File: config.mk
export PLATFORM = sky130hd
export DESIGN_NAME = debug_breakpoint_unit
export DESIGN_NICKNAME = d
export VERILOG_FILES = /design/src/rtl/debug_breakpoint_unit.sv
export SDC_FILE = /design/constraint.sdc
export NUM_CORES = 1
export LEC_CHECK = 0
export ABC_AREA = 1
export BUFFER_PORTS_ARGS = -buffer_cell sky130_fd_sc_hd__buf_2
export CAP_MARGIN = 25
export CORE_MARGIN = 5
export CORE_UTILIZATION = 50
export CTS_CLUSTER_SIZE = 28
export DETAILED_ROUTE_END_ITERATION = 12
export PLACE_DENSITY = 0.78
export SLEW_MARGIN = 10
export SYNTH_ARGS = -nofsm -noshare
export SYNTH_HDL_FRONTEND = slang
export SYNTH_SLANG_ARGS = --single-unit
File: constraint.sdc
create_clock -name clock -period 11.6 [get_ports clock]
set_input_delay 1.16 -clock clock [delete_from_list [all_inputs] [get_ports clock]]
set_output_delay 1.16 -clock clock [all_outputs]
set_load 0.005 [all_outputs]
File: src/rtl/debug_breakpoint_unit.sv
// 80386-style debug register set DR0-DR3/DR6/DR7 with address breakpoint
// matching, sticky status and a registered debug trap pulse.
module debug_breakpoint_unit #(
   parameter int NUM_BP     = 4,
   parameter int ADDR_WIDTH = 32
) (
   input  logic                  clock,
   input  logic                  reset,
   input  logic                  write_enable,
   input  logic                  read_enable,
   input  logic [2:0]            write_index,
   input  logic [2:0]            read_index,
   input  logic [31:0]           write_data,
   output logic [31:0]           read_data,
   input  logic                  access_valid,
   input  logic [ADDR_WIDTH-1:0] access_address,
   input  logic [1:0]            access_type,
   input  logic [1:0]            access_length,
   input  logic                  single_step,
   input  logic                  instruction_retire,
   input  logic                  task_switch,
   input  logic                  task_trap,
   output logic                  debug_trap,
   output logic                  gd_fault
);

   function automatic logic [31:0] f_dr7_mask();
      logic [31:0] m;
      m = 32'h0000_2000;
      for (int i = 0; i < NUM_BP; i++) begin
         m[2*i +: 2]    = 2'b11;
         m[16+4*i +: 4] = 4'hF;
      end
      return m;
   endfunction

   function automatic logic [31:0] f_l_mask();
      logic [31:0] m;
      m = '0;
      for (int i = 0; i < NUM_BP; i++)
         m[2*i] = 1'b1;
      return m;
   endfunction

   function automatic logic [ADDR_WIDTH-1:0] win_mask(input logic [1:0] len);
      logic [ADDR_WIDTH-1:0] m;
      unique case (len)
         2'b00:   m = '0;
         2'b01:   m = ADDR_WIDTH'(1);
         default: m = ADDR_WIDTH'(3);
      endcase
      return m;
   endfunction

   localparam logic [31:0] DR7_MASK = f_dr7_mask();
   localparam logic [31:0] L_MASK   = f_l_mask();
   localparam logic [31:0] DR6_MASK =
      32'h0000_E000 | ((32'd1 << NUM_BP) - 32'd1);

   logic [ADDR_WIDTH-1:0] bp_q [NUM_BP];
   logic [31:0]           dr6_q;
   logic [31:0]           dr7_q;

   logic [NUM_BP-1:0]     hit;
   logic                  gd_block;
   logic                  wr_ok;
   logic                  ss_event;
   logic                  tt_event;
   logic [31:0]           ev;
   logic [31:0]           dr6_next;
   logic [31:0]           dr7_next;

   always_comb begin
      read_data = '0;
      for (int i = 0; i < NUM_BP; i++)
         if (read_index == 3'(i))
            read_data[ADDR_WIDTH-1:0] = bp_q[i];
      if (read_index == 3'd6)
         read_data = dr6_q;
      if (read_index == 3'd7)
         read_data = dr7_q;
   end

   // Both sides are masked by the wider window, so any overlap hits.
   always_comb begin
      logic [1:0]            rw;
      logic [1:0]            len;
      logic                  type_ok;
      logic [ADDR_WIDTH-1:0] keep;
      hit     = '0;
      rw      = '0;
      len     = '0;
      type_ok = 1'b0;
      keep    = '0;
      for (int i = 0; i < NUM_BP; i++) begin
         rw  = dr7_q[16+4*i +: 2];
         len = dr7_q[18+4*i +: 2];
         unique case (rw)
            2'b00:   type_ok = (access_type == 2'b00) && (len == 2'b00);
            2'b01:   type_ok = (access_type == 2'b01);
            2'b11:   type_ok = (access_type == 2'b01) ||
                               (access_type == 2'b11);
            default: type_ok = 1'b0;
         endcase
         keep   = ~(win_mask(len) | win_mask(access_length));
         hit[i] = access_valid
                & (dr7_q[2*i] | dr7_q[2*i+1])
                & type_ok
                & ((bp_q[i] & keep) == (access_address & keep));
      end
   end

   always_comb begin
      gd_block = dr7_q[13] & (write_enable | read_enable);
      wr_ok    = write_enable & ~gd_block;
      ss_event = instruction_retire & single_step;
      tt_event = task_switch & task_trap;

      ev               = '0;
      ev[NUM_BP-1:0]   = hit;
      ev[13]           = gd_block;
      ev[14]           = ss_event;
      ev[15]           = tt_event;

      if (wr_ok && write_index == 3'd6)
         dr6_next = (write_data & DR6_MASK) | ev;
      else
         dr6_next = dr6_q | ev;

      if (wr_ok && write_index == 3'd7)
         dr7_next = write_data & DR7_MASK;
      else
         dr7_next = dr7_q;
      if (gd_block)
         dr7_next[13] = 1'b0;
      if (task_switch)
         dr7_next = dr7_next & ~L_MASK;
   end

   always_ff @(posedge clock or posedge reset) begin
      if (reset) begin
         for (int i = 0; i < NUM_BP; i++)
            bp_q[i] <= '0;
         dr6_q      <= '0;
         dr7_q      <= '0;
         debug_trap <= 1'b0;
         gd_fault   <= 1'b0;
      end else begin
         for (int i = 0; i < NUM_BP; i++)
            if (wr_ok && write_index == 3'(i))
               bp_q[i] <= write_data[ADDR_WIDTH-1:0];
         dr6_q      <= dr6_next;
         dr7_q      <= dr7_next;
         debug_trap <= (|hit) | ss_event | tt_event;
         gd_fault   <= gd_block;
      end
   end

endmodule

==> metrics.md, run 1 <==
| Metric | Value |
|---|---|
| Worst EP required | ~10 ns |
| Total die area | about 0.021 mm^2 |
| Pin count of the biggest net entering global routing | 87 |
| Fmax achieved | roughly 220 MHz |
| Area of the multi-input gates | 0.00428 mm^2 |
| Vias in the first global route | between 8000 and 9000 |
| CTS tree | yes |
| GPL Wtd Cong | 0.930 |
| Die X | 146 um |
| DP Area | 0.00997 mm^2 |
| Final core occ | 58.6% |
| Total power | 0.00209 W |
| Yosys cell types | 29 |
| Final instance area | 0.0106 mm^2 |
| Gr ovfl total | 0 |
| Drt wl/cell | 17.8 um |
| Final Hold Violating Endpoints | 0 |
| Yosys warning total | 0 |
| Root buf cell | clkbuf_16 |
| FF-to-FF path depth | 5 |
| Post-CTS setup buffer count | 0 |
| Worst path max stage delay | 0.66 ns |
| Clk sink count | 162 |
| GRT Total Usage | 27.1% |
| HP Class | flip-flop to flip-flop |
| Slew HR | 28.2% |
| CP Cell Sequence | buf_2 > nor2_2 > nand2_2 > o21ai_0 > a21oi_1 > o221ai_1 > buf_2 |
| Initial DRC count | 949 |
| H-tree depth | 4 |
| Layout Nets | 1488 |
| Worst-skew pair later-pin latency | 0.44 ns |
| Post-synthesis mux area share | 0% |
| FP Rows | 49 |
| RSZ-0062 raised after global routing | no |
| DRC | 0 |
| Post-DP HPWL | 20.5 mm |
| Synthesized area | between 0.009 and 0.01 mm^2 |
| Hold depth | 2 |
| Worst-Margin Slew | 1.08 ns |
| Synth Area in Adders | 0% |
| Layout area overhead | 15.0% |
| Post-CTS Hold Buffers | 0 |
| Starting density of the core | 51.0% |
| Skew final | 0.00887 ns |
| Yosys reg bits | 162 |
| DRT Pass-1 Iters | 8 |
| Slowest cell on crit path | nand2_2 |
| Setup violators final | 0 |
| Layout cells sized above 1 | 12.6% |
| Via count | 9192 |
| CORE AREA | approximately 0.018 mm^2 |
| Post-Syn Nets | ~1400 |
| Die Ht | 146 um |
| Final setup TNS | 0 ns |
| Reg area | 0.00405 mm^2 |
| P_leak | 5.46 nW |
| Sequential area share after synthesis | between 40% and 50% |
| Total CTS buffers | 17 |
| PwrDens | 198 mW/mm^2 |
| Avg Inst Size Synth | between 7 and 8 um^2 |
| Fillers | 1678 |
| CP arrival | roughly 3.4 ns |
| Crit path max fanout | 28 |
| VDD IR max | approximately 150 uV |
| Status | finished clean |
| First-pass GRT wire length | 45.6 mm |
| Clk slew on worst S/H paths | around 0.060 ns |
| Kind of critical path | input pin to primary output |
| Max-slew violations | 0 |
| # port buffers | 116 |
| Cts repair resizes | 0 |
| Synth Area in Compound Gates | 16.4% |
| Ports | 117 |
| Synth Area in Simple Gates | 26.6% |
| Tmin final | 4.51 ns |
| Max-cap viol count | 0 |
| CP endpoint kind | primary output |
| # diodes | 0 |
| Cells after synthesis | around 1300 |
| Initial antenna violation count | 2 |
| Final Cycle Share | 38.9% |
| Largest family of logic cells by synthesized area | simple AND/OR/NAND/NOR gates |
| Final WL | around 29 mm |
| Cell repeated most along the worst path | buf_2 |
| XOR/XNOR Fraction of Synth Area | 3.43% |
| Worst Setup Start Kind | input pin |
| Max Buffers Root-to-Sink | 2 |
| Vias per cell | between 5 and 6 |
| Final ANT Viol Nets | 0 |
-- worst max-delay path: cells and delay by family --
family          cells  cell delay [ns]
compound gates      3             0.63
buf+inv             2             0.29
simple gates        2             1.26
-- cell families after synthesis --
kind of cell	after synthesis
AO/OA/AOI/OAI	275
buffers and inverters	225
AND/OR/NAND/NOR	608
XOR/XNOR	36
flip-flops	162
-- metrics by stage --
step                      setup WS, ns  hold slack, ns  instances
final                             7.09           0.494       1647
after global routing              6.98           0.531       1647
after CTS                         6.94           0.494       1645
after detailed placement          6.92           0.478       1613
after global placement            7.10           0.469       1611
after floorplan                   6.06           0.453       1306
-- per-layer routing --
| layer | share of wire (%) | vias up | GRT usage, % |
|---|---|---|---|
| met5 | 0.062 | - | 0 |
| met4 | 4.7 | 4 | 12.6 |
| met3 | 10 | 108 | 7.10 |
| met2 | 45 | 513 | 43.4 |
| met1 | 40 | 4200 | 34.5 |
| li1 | - | 4367 | - |
-- where the power goes --
part           leakage [nW]  internal, W  switching (W)  total [W]
Clock                 0.269     0.000300       0.000243   0.000543
Sequential             2.02     0.000758       0.000162   0.000920
Combinational          3.16     0.000238       0.000391   0.000630
-- layout by cell type, fill, tap and decap left out, types with 2 or more instances in the layout --
master,netlist,routed
nand2_1,450,448
o21ai_0,185,185
inv_1,177,176
dfrtp_1,162,162
buf_2,13,116
nor2_1,86,85
nand3_1,39,39
a21oi_1,30,30
xor2_1,25,25
o22ai_1,20,20
o221ai_1,17,17
clkbuf_16,0,17
nand4_1,13,13
xnor2_1,11,11
o211ai_1,9,9
or2_2,8,8
o21ai_1,7,7
o2111ai_1,5,5
clkinv_2,0,5
inv_2,4,4
buf_4,0,4
nand3_2,3,3
nand2_2,1,3
nor3_1,3,3
clkinv_4,0,3
clkinvlp_4,0,3
nor3_4,2,2
inv_6,0,2
buf_16,0,2
-- final timing paths --
path / from / to / slack, ns
worst max-delay path: read_index[1] / read_data[24] / 7.09
worst min-delay path: bp_q[9] / bp_q[9] / 0.49
worst max register to register: dr7_q[13] / dr7_q[6] / 9.13
worst min register to register: bp_q[9] / bp_q[9] / 0.49
max in group asynchronous: reset / dr7_q[6] / 9.60
min in group asynchronous: reset / bp_q[19] / 0.87
-- synthesized netlist by cell type --
cell	n	area [um^2]
nand2_1	450	1690
nor2_1	86	323
a21oi_1	30	150
a31oi_1	1	6.26
o2111ai_1	5	43.8
nand2_2	1	6.26
nand4_1	13	81.3
xor2_1	25	219
o22ai_1	20	125
o21ai_0	185	926
clkbuf_2	1	5.00
o21ai_1	7	35.0
nand3_1	39	195
dfrtp_1	162	4050
nand3_2	3	30.0
xnor2_1	11	96.3
inv_2	4	15.0
nor3_2	1	10.0
buf_2	13	65.1
nor3_4	2	32.5
clkbuf_1	30	113
o211ai_1	9	67.6
o221ai_1	17	149
or2_2	8	50.1
inv_1	177	664
nor2_2	1	6.26
a211oi_1	1	7.51
nor3_1	3	15.0
nor3b_1	1	7.51
-- area by class of cell --
cell class,instances,area share (%)
multi-input cells,919,40.5
flip-flops and latches,162,38.4
repair buffers,124,6.63
inverters,181,6.48
clock buffers,19,4.19
well taps,229,2.71
clock inverters,13,1.07
-- sequential cells by signal, indices dropped and copies added (netlist names) --
| name | cells |
|---|---|
| debug_trap | 1 |
| gd_fault | 1 |
| bp_q | 128 |
| dr7_q | 25 |
| dr6_q | 7 |
Power figures use the tool's default switching activity.
==> inputs of run 2 (changes only) <==
Settings changed: ABC_AREA 1 to 0, PLACE_DENSITY 0.78 to 0.79.
Clock period 11.6 ns to 4.6 ns, I/O delays scaled along.
==> metrics.md, run 2 <==
| Metric | Value |
|---|---|
| Final setup TNS | 0 ns (unchanged) |
| DP Area | 0.00965 mm^2 (was 0.00997 mm^2) |
| Slowest cell on crit path | buf_4 (was nand2_2) |
| CP Cell Sequence | buf_2 > buf_4 > mux4_2 > a22o_1 > buf_2 (was buf_2 > nor2_2 > nand2_2 > o21ai_0 > a21oi_1 > o221ai_1 > buf_2) |
| Setup violators final | 0 (unchanged) |
| Most common cell after layout, fill and taps aside | dfrtp_1 (was nand2_1) |
| Die X | 143 um (was 146 um) |
| CP endpoint kind | primary output (unchanged) |
| Most common flop cell mapped by yosys | dfrtp_1 (unchanged) |
| Cts repair resizes | 0 (unchanged) |
| Synthesized area | 0.00882 mm^2 (was 0.00919 mm^2) |
| Clk slew on worst S/H paths | 0.06 ns (about the same) |
| HP Class | input pin to async pin (was flip-flop to flip-flop) |
| Synth Area in Simple Gates | 6.75% (was 26.6%) |
| Skew final | 0.00815 ns (was 0.00887 ns) |
| GRT Total Usage | 26.0% (was 27.1%) |
| Cell repeated most along the worst path | buf_2 (unchanged) |
| Top cells by count, synth | dfrtp_1 (162), mux2_2 (152), xor2_1 (83), xnor2_1 (45), nor4_1 (26) (was nand2_1 (450), o21ai_0 (185), inv_1 (177), dfrtp_1 (162), nor2_1 (86)) |
| Area of the multi-input gates | 0.00463 mm^2 (was 0.00428 mm^2) |
| Pin count of the biggest net entering global routing | 163 (was 87) |
| Post-CTS setup buffer count | 0 (unchanged) |
| VDD IR max | 305 uV (was 147 uV) |
| Layout cells sized above 1 | 42.1% (was 12.6%) |
| Via count | 6415 (was 9192) |
| Slew HR | 24.4% (was 28.2%) |
| Post-Syn Nets | 774 (was 1389) |
| Final ANT Viol Nets | 0 (unchanged) |
| P_leak | 4.47 nW (was 5.46 nW) |
| Final Hold Violating Endpoints | 0 (unchanged) |
| RSZ-0062 raised after global routing | no (unchanged) |
| Final instance area | 0.0103 mm^2 (was 0.0106 mm^2) |
| Fillers | 1429 (was 1678) |
| PwrDens | 555 mW/mm^2 (was 198 mW/mm^2) |
| Max FFs per register | 128 (unchanged) |
| FP Rows | 48 (was 49) |
| Synth Area in Adders | 0% (unchanged) |
| Layout Nets | 885 (was 1488) |
| H-tree depth | 4 (unchanged) |
| GPL Wtd Cong | 0.966 (was 0.930) |
| Post-DP HPWL | 18.1 mm (was 20.5 mm) |
| Worst Setup Start Kind | input pin (unchanged) |
| CP arrival | 2.36 ns (was 3.35 ns) |
| Vias per cell | 6.17 (was 5.58) |
| Yosys cell types | 44 (was 29) |
| Initial antenna violation count | 1 (was 2) |
| Worst path bufs/invs | 3 (was 2) |
| Tmin final | 2.82 ns |
| Count leader, synth | dfrtp_1 (was nand2_1) |
| Top cell type by total area after synthesis | dfrtp_1 (unchanged) |
| # diodes | 0 (unchanged) |
| Commonest non-fill, non-tap cells in the layout | dfrtp_1 (162), mux2_2 (152), buf_2 (116), xor2_1 (83), xnor2_1 (45) (was nand2_1 (448), o21ai_0 (185), inv_1 (176), dfrtp_1 (162), buf_2 (116)) |
| Layout area overhead | 16.8% (was 15.0%) |
| Final WL | 25.8 mm (was 29.3 mm) |
| First-pass GRT wire length | 39.8 mm (was 45.6 mm) |
| Worst EP required | 4.14 ns (was 10.44 ns) |
| Root buf cell | clkbuf_16 (unchanged) |
| Initial DRC count | 543 (was 949) |
| Top cell family by delay on the critical path | buffers and inverters (was simple AND/OR/NAND/NOR gates) |
| Die Ht | 143 um (was 146 um) |
| Clk sink count | 162 (unchanged) |
| Cells after synthesis | 691 (was 1306) |
| Largest family of logic cells by synthesized area | multiplexers (was simple AND/OR/NAND/NOR gates) |
| CORE AREA | 0.0173 mm^2 (was 0.0180 mm^2) |
| Crit path max fanout | 35 (was 28) |
| Post-CTS Hold Buffers | 0 (unchanged) |
| Final Cycle Share | 61.4% |
| Total CTS buffers | 17 (unchanged) |
| Post-synth top area share | 45.9% (was 44.1%) |
| Total die area | 0.0204 mm^2 (was 0.0212 mm^2) |
| Ports | 117 (unchanged) |
| Worst-skew pair later-pin latency | 0.44 ns (about the same) |
| DRT Pass-1 Iters | 6 (was 8) |
| Worst-Margin Slew | 1.13 ns (was 1.08 ns) |
| CTS tree | yes (unchanged) |
| Vias in the first global route | 6574 (was 8622) |
| Kind of critical path | input pin to primary output (unchanged) |
| EDFF count, synth | 0 (unchanged) |
| Fmax achieved | 354 MHz |
| Largest registers | bp_q: 128 flops, dr7_q: 25 flops, dr6_q: 7 flops (unchanged) |
| Crit. Startpoint | read_index[0] (was read_index[1]) |
| Max-cap viol count | 0 (unchanged) |
| DRC | 0 (unchanged) |
| Starting density of the core | 51.0% (about the same) |
| Worst r2r src | bp_q[67] (was dr7_q[13]) |
| Reg area | 0.00405 mm^2 (unchanged) |
| Biggest register | bp_q (unchanged) |
| Synth Area in Compound Gates | 5.27% (was 16.4%) |
| Synth async-reset ratio | 100% (unchanged) |
| Avg Inst Size Synth | 12.8 um^2 (was 7.03 um^2) |
| Worst path max stage delay | 0.61 ns (was 0.66 ns) |
| # port buffers | 116 (unchanged) |
| Main area contributors after synthesis | dfrtp_1 (46%), mux2_2 (19%), xor2_1 (8.2%) (was dfrtp_1 (44%), nand2_1 (18%), o21ai_0 (10%)) |
| Gr ovfl total | 0 (unchanged) |
| Yosys warning total | 0 (unchanged) |
| Drt wl/cell | 24.8 um (was 17.8 um) |
| Max Buffers Root-to-Sink | 2 (unchanged) |
| Post-synthesis mux area share | 27.6% (was 0%) |
| XOR/XNOR Fraction of Synth Area | 12.7% (was 3.43%) |
| Max-slew violations | 0 (unchanged) |
| Sequential area share after synthesis | 45.9% (was 44.1%) |
| Status | finished clean (unchanged) |
| Yosys reg bits | 162 (unchanged) |
## run 2: changes by cell type after synthesis, moves of 26 or more
| cell | before | now |
|---|---|---|
| o21ai_0 | 185 | 12 |
| xnor2_1 | 11 | 45 |
| nand2_1 | 450 | 19 |
| nand3_1 | 39 | 3 |
| nor4_1 | 0 | 26 |
| xor2_1 | 25 | 83 |
| inv_1 | 177 | 2 |
| nor2_1 | 86 | 16 |
| mux2_2 | 0 | 152 |
## run 2: worst paths after layout
kind / to / slack, ns / cells past startpoint
max: read_data[30] / 1.78 / 5
max reg2reg: debug_trap / 2.11 / 6
min: dr6_q[13] / 0.23 / 3
min reg2reg: dr6_q[1] / 0.50 / 2
max in group asynchronous: dr7_q[17] / 3.66 / 3
min in group clock: dr6_q[15] / 0.29 / 3
## run 2: per-stage QoR
step	instances	utilization [%]	hold WS (ns)	total power, W	setup WS (ns)
2_1_floorplan	691	-	0.457	0.00347	2.08
3_3_place_gp	1008	55.8	0.469	0.00405	1.74
3_5_place_dp	1008	55.8	0.481	0.00411	1.75
4_1_cts	1040	59.6	0.285	0.00572	1.75
5_1_grt	1040	59.6	0.295	0.00598	1.64
6_report	1040	59.6	0.233	0.00573	1.78
## run 2: area by class of cell
type                       count  area share, %
clock buffer                  19           4.39
timing repair buffer         126           6.48
multi-input combinational    492           44.9
clock inverter                13           2.00
sequential                   162           39.3
inverter                       3          0.146
tap                          225           2.73
## run 2: worst min-delay path, cell delays in order
cell and delay (ns):
buf_2 0.11, clkinvlp_4 0.07, buf_12 0.55
## run 2: logic make-up after synthesis
group	count (synthesis)
AOI/OAI and AO/OA	64
xor gates and xnor gates	128
buffers and inverters	37
DFF	162
muxes	194
and+or+nand+nor	106
## run 2: report_power, final
| group | leakage [nW] | internal [W] | total, W | switching, W |
|---|---|---|---|---|
| combinational | 2.19 | 0.000934 | 0.00168 | 0.000751 |
| clock | 0.319 | 0.000992 | 0.00160 | 0.000604 |
| sequential | 1.95 | 0.00193 | 0.00244 | 0.000510 |
| total | 4.47 | 0.00386 | 0.00573 | 0.00187 |
## run 2: per-layer routing
| layer | GRT usage, % | wire length, um |
|---|---|---|
| met1 | 37.7 | 10700 |
| met2 | 39.5 | 11800 |
| met3 | 6.03 | 2680 |
| met4 | 7.25 | 619 |
| met5 | 0 | 7 |
